`src/rtl/core_pkg.sv`:
```
// Shared core definitions for the instruction fetch stage.
//   XLEN          address / PC width
//   NOP_INSTR     addi x0,x0,0, shown when no valid instruction exists
//   fetch_entry_t IF/ID payload {pc, instr, fault}; also the T of the
//                 IF/ID pipeline register
//   FETCH_NOP     bubble value of fetch_entry_t
package core_pkg;

   localparam int          XLEN      = 32;
   localparam logic [31:0] NOP_INSTR = 32'h0000_0013;

   typedef struct packed {
      logic [XLEN-1:0] pc;
      logic [31:0]     instr;
      logic            fault;
   } fetch_entry_t;

   localparam fetch_entry_t FETCH_NOP = '{pc: '0, instr: NOP_INSTR, fault: 1'b0};

endpackage

```
`src/rtl/fetch_buffer.sv`:
```
// Two-entry in-order queue of fetch entries.
// Ports:
//   clk, reset_n   clock, asynchronous active-low reset
//   enq, enq_data  push one entry (dropped if full and not popping)
//   deq            pop the head (ignored when empty)
//   flush          empty the queue; wins over enq and deq
//   head           oldest entry (entry 0); undefined when count == 0
//   count          occupancy, 0..2
module fetch_buffer
   import core_pkg::*;
(
   input  logic         clk,
   input  logic         reset_n,
   input  logic         enq,
   input  fetch_entry_t enq_data,
   input  logic         deq,
   input  logic         flush,
   output fetch_entry_t head,
   output logic [1:0]   count
);

   logic [1:0]   count_q, count_d;
   fetch_entry_t entry0_q, entry0_d;
   fetch_entry_t entry1_q, entry1_d;
   logic         do_deq;
   logic         do_enq;

   // Entry 0 is always the head; a pop shifts entry 1 down.
   always_comb begin
      count_d  = count_q;
      entry0_d = entry0_q;
      entry1_d = entry1_q;
      do_deq   = deq && (count_q != 2'd0);
      do_enq   = enq && ((count_q != 2'd2) || do_deq);

      if (flush) begin
         count_d = 2'd0;
      end else begin
         case ({do_enq, do_deq})
            2'b10: begin
               if (count_q == 2'd0) entry0_d = enq_data;
               else                 entry1_d = enq_data;
               count_d = count_q + 2'd1;
            end
            2'b01: begin
               entry0_d = entry1_q;
               count_d  = count_q - 2'd1;
            end
            2'b11: begin
               if (count_q == 2'd1) begin
                  entry0_d = enq_data;
               end else begin
                  entry0_d = entry1_q;
                  entry1_d = enq_data;
               end
            end
            default: ;
         endcase
      end
   end

   always_ff @(posedge clk or negedge reset_n) begin
      if (!reset_n) count_q <= 2'd0;
      else          count_q <= count_d;
   end

   // Payload storage needs no reset: it is only read while count != 0.
   always_ff @(posedge clk) begin
      entry0_q <= entry0_d;
      entry1_q <= entry1_d;
   end

   assign head  = entry0_q;
   assign count = count_q;

endmodule

```
`src/rtl/fetch_unit.sv`:
```
// Instruction fetch stage: owns the PC, issues word fetches on a
// valid/ready request channel, queues returned instructions and presents
// the head as the IF/ID payload.
// Ports:
//   clk, reset_n              clock, asynchronous active-low reset
//   stall                     IF/ID holding; head not consumed
//   redirect_valid/_pc        control-flow redirect from execute
//   imem_req_valid/_ready/_addr  fetch request channel
//   imem_rsp_valid/_data/_err    in-order response, no backpressure
//   if_valid/_pc/_instr/_fault   head entry (NOP bubble when empty)
module fetch_unit #(
   parameter int               XLEN      = 32,
   parameter logic [XLEN-1:0]  RESET_PC  = '0,
   parameter logic [31:0]      NOP_INSTR = 32'h0000_0013
) (
   input  logic            clk,
   input  logic            reset_n,
   input  logic            stall,
   input  logic            redirect_valid,
   input  logic [XLEN-1:0] redirect_pc,
   output logic            imem_req_valid,
   input  logic            imem_req_ready,
   output logic [XLEN-1:0] imem_req_addr,
   input  logic            imem_rsp_valid,
   input  logic [31:0]     imem_rsp_data,
   input  logic            imem_rsp_err,
   output logic            if_valid,
   output logic [XLEN-1:0] if_pc,
   output logic [31:0]     if_instr,
   output logic            if_fault
);

   import core_pkg::*;

   // pc_q: next address to request. addr_q: address of the single
   // in-flight request (pending = presented but not accepted,
   // outstanding = accepted, awaiting response; never both).
   logic [XLEN-1:0] pc_q, pc_d;
   logic [XLEN-1:0] addr_q, addr_d;
   logic            pending_q, pending_d;
   logic            outstanding_q, outstanding_d;
   logic            stale_q, stale_d;
   logic            halted_q, halted_d;
   // A misaligned redirect owes one fault entry to the queue.
   logic            mis_q, mis_d;

   logic            rsp_live;
   logic            rsp_fault;
   logic            mis_enq;
   logic            issue_new;
   logic            accept;
   logic            consume;
   logic [2:0]      occ_next;

   logic            buf_enq;
   fetch_entry_t    buf_enq_data;
   fetch_entry_t    buf_head;
   logic [1:0]      buf_count;

   assign if_valid = (buf_count != 2'd0);
   assign consume  = if_valid && !stall;

   always_comb begin
      pc_d          = pc_q;
      addr_d        = addr_q;
      pending_d     = pending_q;
      outstanding_d = outstanding_q;
      stale_d       = stale_q;
      halted_d      = halted_q;
      mis_d         = mis_q;
      buf_enq       = 1'b0;
      buf_enq_data  = FETCH_NOP;

      rsp_live  = imem_rsp_valid && !stale_q;
      rsp_fault = rsp_live && imem_rsp_err;
      mis_enq   = mis_q && !stale_q;

      if (rsp_live) begin
         buf_enq            = 1'b1;
         buf_enq_data.pc    = addr_q;
         buf_enq_data.instr = imem_rsp_err ? NOP_INSTR : imem_rsp_data;
         buf_enq_data.fault = imem_rsp_err;
      end else if (mis_enq) begin
         buf_enq            = 1'b1;
         buf_enq_data.pc    = pc_q;
         buf_enq_data.instr = NOP_INSTR;
         buf_enq_data.fault = 1'b1;
      end

      // Occupancy at the end of this cycle; a new request must leave a
      // free slot for its own response.
      occ_next = {1'b0, buf_count} + {2'b00, buf_enq} - {2'b00, consume};

      // No request on a redirect cycle: pc_q still holds the old path.
      issue_new = reset_n && !pending_q && !halted_q && !redirect_valid &&
                  !rsp_fault && (!outstanding_q || imem_rsp_valid) &&
                  (occ_next <= 3'd1);

      imem_req_valid = pending_q || issue_new;
      imem_req_addr  = pending_q ? addr_q : pc_q;
      accept         = imem_req_valid && imem_req_ready;

      if (imem_rsp_valid) begin
         outstanding_d = 1'b0;
         stale_d       = 1'b0;
      end
      if (rsp_fault) halted_d = 1'b1;
      if (mis_enq)   mis_d    = 1'b0;

      if (issue_new) addr_d = pc_q;

      if (accept) begin
         outstanding_d = 1'b1;
         pending_d     = 1'b0;
         // A stale pending request was issued from the old path; pc_q
         // already points at the redirect target and must not advance.
         if (!(pending_q && stale_q)) pc_d = pc_q + XLEN'(4);
      end else if (issue_new) begin
         pending_d = 1'b1;
      end

      if (redirect_valid) begin
         pc_d     = redirect_pc;
         halted_d = |redirect_pc[1:0];
         mis_d    = |redirect_pc[1:0];
         if (pending_q || (outstanding_q && !imem_rsp_valid)) stale_d = 1'b1;
      end
   end

   always_ff @(posedge clk or negedge reset_n) begin
      if (!reset_n) begin
         pc_q          <= RESET_PC;
         pending_q     <= 1'b0;
         outstanding_q <= 1'b0;
         stale_q       <= 1'b0;
         halted_q      <= 1'b0;
         mis_q         <= 1'b0;
      end else begin
         pc_q          <= pc_d;
         pending_q     <= pending_d;
         outstanding_q <= outstanding_d;
         stale_q       <= stale_d;
         halted_q      <= halted_d;
         mis_q         <= mis_d;
      end
   end

   always_ff @(posedge clk) begin
      addr_q <= addr_d;
   end

   fetch_buffer u_fetch_buffer (
      .clk      (clk),
      .reset_n  (reset_n),
      .enq      (buf_enq),
      .enq_data (buf_enq_data),
      .deq      (consume),
      .flush    (redirect_valid),
      .head     (buf_head),
      .count    (buf_count)
   );

   assign if_pc    = if_valid ? buf_head.pc    : '0;
   assign if_instr = if_valid ? buf_head.instr : NOP_INSTR;
   assign if_fault = if_valid ? buf_head.fault : 1'b0;

endmodule

```
`config.mk`:
```
export PLATFORM = sky130hd
export DESIGN_NAME = fetch_unit
export DESIGN_NICKNAME = d
export VERILOG_FILES = /design/src/rtl/core_pkg.sv /design/src/rtl/fetch_buffer.sv /design/src/rtl/fetch_unit.sv
export SDC_FILE = /design/constraint.sdc
export NUM_CORES = 1
export LEC_CHECK = 0
export ABC_CLOCK_PERIOD_IN_PS = 10500
export CAP_MARGIN = 20
export CORE_UTILIZATION = 53
export DETAILED_ROUTE_END_ITERATION = 8
export GPL_ROUTABILITY_DRIVEN = 0
export GPL_TIMING_DRIVEN = 0
export PLACE_DENSITY = 0.8
export SLEW_MARGIN = 25
export SYNTH_ARGS = -nofsm -noshare
export SYNTH_HDL_FRONTEND = slang
export SYNTH_SLANG_ARGS = --single-unit
```
`constraint.sdc`:
```
create_clock -name clk -period 10.5 [get_ports clk]
set_input_delay 2.625 -clock clk [delete_from_list [all_inputs] [get_ports clk]]
set_output_delay 2.625 -clock clk [all_outputs]
set_load 0.1 [all_outputs]
```
[Word-level counts from Yosys, hierarchy flattened]
Cells that the tools add are included.
Storage, ports and cells
  bits of input ports: 71
  output and inout bits: 99
  register bits: 201
Cells by class
  equality and inequality tests: 9
  bitwise gates (word level): 1
  add/sub/neg operators: 5
  multiplexer cells: 31
  magnitude comparators: 1
  reduce and logical (&&, ||, !) cells: 41
Operators by type and width (number)
  two-way mux 65 bit: 6
  two-way mux 32 bit: 7
  case mux 65 bit (3 select lines): 1
  case mux 65 bit (2 select lines): 1
  adder 32 x 3 -> 32 bit (second input constant): 1
  logical AND 1 bit: 15
  two-way mux 1 bit: 14
  nonzero test 2 bit: 7
  logical NOT 1 bit: 8
  inequality test 2 bit (second input constant): 4
  nonzero test 3 bit: 2
  equality test 2 x 1 -> 1 bit (second input constant): 2
  equality test 2 bit (second input constant): 2
  logical OR 1 bit: 4
  case mux 2 bit (2 select lines): 1
  AND reduction 4 bit: 1
  adder 2 x 1 -> 3 bit: 1
  less-or-equal comparator 3 x 1 -> 1 bit (second input constant): 1
  AND reduction 3 bit: 1
  subtractor 3 x 1 -> 3 bit: 1
  adder 2 x 1 -> 2 bit (second input constant): 1
  logical NOT 2 bit: 1
  two-way mux 2 bit: 1
  inequality test 2 x 1 -> 1 bit (second input constant): 1
  other kinds (4): 4

[Logic depth before layout (Yosys ltp)]
  word-level depth: 12
  depth in mapped cells: 15
  mapped depth without buffers: 13

[Hierarchy]
Synthesis repeated with hierarchy kept, for this count alone.
Unflattened totals
  cells, all modules: 704
  area, all modules: 9641.7 µm²
By module, submodules not included
  fetch_buffer: instances 1, cells each 229, area an instance 5116.2 µm²
  fetch_unit: instances 1, cells each 475, area an instance 4525.6 µm²

[Worst setup path after synthesis]
Ideal clock, no wire load.
  kind: input to output
  start: input port stall
  end: output port imem_req_valid
  arrival time: 8.110 ns
  path buffers: 0
  path slack: -0.235 ns
  stages on the path: 10
  path through: nor2_1 > ha_1 > inv_1 > ha_1 > inv_1 > fa_1 > xor2_1 > nor4_1 > nor2_1 > inv_1
On the way
  cells in the longest elaborated chain, start to end: 6
Ends and longest elaborated chain
  start, declared: line fetch_unit.sv:18  | input logic stall,
  logical NOT 1 bit: line fetch_unit.sv:61  | assign consume = if_valid && !stall;
  logical AND 1 bit: line fetch_unit.sv:61
  subtractor 3 x 1 -> 3 bit: line fetch_unit.sv:92  | occ_next = {1'b0, buf_count} + {2'b00, buf_enq} - {2'b00, consume};
  less-or-equal comparator 3 x 1 -> 1 bit: line fetch_unit.sv:97  | (occ_next <= 3'd1);
  logical AND 1 bit: line fetch_unit.sv:96  | !rsp_fault && (!outstanding_q || imem_rsp_valid) &&
  named net issue_new: line fetch_unit.sv:50  | logic issue_new;
  logical OR 1 bit: line fetch_unit.sv:99  | imem_req_valid = pending_q || issue_new;
  end, declared: line fetch_unit.sv:21  | output logic imem_req_valid,
The timed path passes the listed nets, and every way through them passes these cells.

[Final worst setup path]
Same ends and word-level chain as after synthesis.

==> metrics.md <==
| Metric | Value |
|---|---|
| H-tree levels | `1` |
| Wirelength per Cell | `20.0 um` |
| Ant diodes | `0` |
| Max-Slew Margin vs Limit | `between 30% and 40%` |
| CTS Buffer Depth | `3` |
| WL final | `23,300 um` |
| Clock sink count | `between 200 and 250` |
| CTS resizes | `0` |
| Min-Delay Path Class | `reg2reg` |
| Skew-Pair Late Insertion Delay | `around 0.50 ns` |
| First-pass DRT Iterations | `5` |
| Clk_skew | `0.0166 ns` |
| Mapped Area | `between 0.009 and 0.01 sq mm` |
| Synth top cells by count | `162 x edfxtp_1, 98 x mux2_2, 70 x nor2b_1` |
| Cells after synthesis | `712` |
| Setup TNS | `0 ns` |
| CTS tree | `yes` |
| Max VDD drop | `roughly 210 uV` |
| Critical Path Source Type | `primary input` |
| Die Span Y | `136 um` |
| Fin. Hold Viols | `0` |
| Maximum number of pins on one net before global-route repair | `29` |
| FP Rows | `48` |
| CP max FO | `12` |
| CP Class | `in2out` |
| Post-synth EDFFs | `~160` |
| RSZ-0062 raised after global routing | `false` |
| Starting Density | `between 50% and 60%` |
| Area of the core | `0.0174 sq mm` |
| Cts hold-fix bufs | `0` |
| Die Span X | `136 um` |
| Io pins | `170` |
| Min Tclk post-route | `9.05 ns` |
| PortBufs | `around 170` |
| Post-route setup slack | `1.45 ns` |
| Lkg Pwr | `0.00431 uW` |
| Max Cap Viol | `0` |
| Sequential Area | `between 0.005 and 0.006 sq mm` |
| Area of the multi-input gates | `~0.0034 sq mm` |
| Ys flop type | `edfxtp_1` |
| Fraction of layout cells with a size suffix above 1 | `17.5%` |
| Max Slew Vio Count | `0` |
| TritonCTS buffer count | `21` |
| Vias per cell | `5.86` |
| Synth unique cells | `47` |
| DR vias | `6,818` |
| Status | `finished clean` |
| NumNets Final | `1,001` |
| Initial drt markers | `580` |
| Count leader, synth | `edfxtp_1` |
| Detail Placement HPWL | `16,800 um` |
| Die Area | `0.0184 sq mm` |
| Leading area contributor after synthesis | `edfxtp_1` |
| Synthesis-to-layout area growth | `30.0%` |
| Top cell type's share of synthesized area | `51.4%` |
| Register area share after synthesis | `between 60% and 70%` |
| # fillers | `between 1,000 and 1,500` |
| Number of setup violations in the final report | `0` |
| Worst slack at placement | `1.50 ns` |
| Top cells by area, synth | `edfxtp_1 51%, mux2_2 12%, dfrtp_1 10%` |
| Dpl cells | `around 1,100` |
| Post-CTS Setup Inserts | `0` |
| WP data arrival | `6.43 ns` |
| Critical path cell sequence | `clkdlybuf4s50_1, nor2_1, ha_1, inv_1, ha_1, inv_1, fa_1, xor2_1, nor4_4, buf_4, nor2_1, inv_1, clkdlybuf4s50_1` |
| Critical Path RT | `7.88 ns` |
| Kind of end point of the critical path | `primary output` |
| Remaining antenna violation count | `0` |
| Crit-path max cell delay | `1.13 ns` |
| PwrDens | `280 mW/mm^2` |
| Final critical-path share of the clock period | `86.2%` |
| Post-synth net total | `between 700 and 800` |
| Maximum clock rate | `around 110 MHz` |
| Drc violations | `0` |
| Clock slew at reported path FFs | `roughly 0.06 ns` |
| Vias in the first global route | `a little under 7,000` |
| Grt ovf | `0` |
| Most used cell, CP | `inv_1` |
| Warnings, synthesis | `0` |
| First-pass GRT wire length | `36,200 um` |
| Root buffer selected by CTS | `clkbuf_16` |
| Slew of the pin with the lowest slew margin | `1.04 ns` |
| Synth async-reset ratio | `19.4%` |
| Total GRT Usage | `25.7%` |
| Yosys reg bits | `201` |
| CP max-delay cell | `clkdlybuf4s50_1` |
| Non-Filler Instances | `1,163` |
| Finished Core Util | `between 70 and 80%` |
| Initial antenna violation count | `0` |
| Syn avg cell area | `13.3 sq um` |
per-layer routing:
metal  vias to the layer above  global-route usage (%)  share of wire (%)  wire length [um]
met1                      3251                    35.2                 41              9560
met5                         -                       0                  0                 0
met2                       395                    42.8                 48             11100
li1                       3121                       -                  -                 -
met3                        51                    3.18                8.8              2050
met4                         0                    7.80                2.7               626
cell type report:
| class | instances | share of cell area [%] |
|---|---|---|
| flip-flops and latches | 201 | 47.5 |
| well taps | 225 | 2.29 |
| plain buffers | 47 | 1.61 |
| clock inverters | 12 | 0.854 |
| inverters | 11 | 0.336 |
| clock buffers | 26 | 4.42 |
| repair buffers | 188 | 15.3 |
| multi-input cells | 453 | 27.8 |
logic make-up after synthesis:
family | after synthesis | synth area share [%]
AOI/OAI and AO/OA | 106 | 8.35
xor gates and xnor gates | 3 | 0.278
adders and majority gates | 7 | 1.00
buffers and inverters | 58 | 2.52
DFF | 201 | 61.7
muxes | 99 | 11.8
and+or+nand+nor | 238 | 14.4
flip-flops by register name, indices dropped and copies added, names as in the netlist, 2 cells and up:
name,flops
addr_q,32
u_fetch_buffer.entry1_q,65
pc_q,32
u_fetch_buffer.head,65
u_fetch_buffer.count,2
cells in the final DEF, fill, tap and decap left out, drive strengths merged, types with 3 or more instances in the layout:
cell           netlist  routed
a22oi                3       3
edfxtp             162     162
nor3                 3       3
o31ai               13      13
or4                 18      18
or3                  3       3
inv                 11      12
and4                 4       4
nor4                 5       5
a211o                3       3
or2                  7       7
buf                 10      30
nand4                6       6
ha                   6       6
a31oi               18      18
a21oi                5       5
o311ai               3       3
nand2               25      25
dfrtp               39      39
o211ai               5       5
nand3               22      22
clkbuf              37      63
clkdlybuf4s50        0     168
clkinv               0       9
a22o                34      34
nor2b               70      70
and2                31      31
mux2                98      98
o21ai               14      14
nand2b               6       6
nor2                33      33
through the flow:
stage                     hold WS (ns)  cell area, sq um  total power, uW
after floorplan                  0.423              9470             2330
after global placement           0.424             11400             2710
after detailed placement         0.437             11700             2750
after CTS                        0.449             12300             3460
after global routing             0.466             12300             3560
final                            0.452             12300             3450
critical path: cells and delay by family:
kind / cells / cell delay (ns)
buf+inv: 6 / 2.03
simple gates: 3 / 0.74
xor+xnor: 1 / 0.20
fa+ha+maj: 3 / 0.83
where the power goes:
group | internal [uW] | total (uW) | switching, uW
registers | 1040 | 1090 | 52.6
clock network | 416 | 715 | 299
logic | 427 | 1640 | 1210
total | 1880 | 3450 | 1570
final timing paths:
path                                    startpoint                      end  slack (ns)  cells past startpoint
max in group asynchronous                  reset_n  u_fetch_buffer.count[1]        8.03                      2
hold reg to reg                           pc_q[17]               addr_q[17]        0.45                      0
setup reg to reg           u_fetch_buffer.count[1]                 pc_q[24]        6.09                     15
hold / removal                            pc_q[17]               addr_q[17]        0.45                      0
setup / recovery                             stall           imem_req_valid        1.45                     13
min in group asynchronous                  reset_n                 pc_q[16]        2.01                      1
Note: power is estimated with default switching activity, not from simulation.
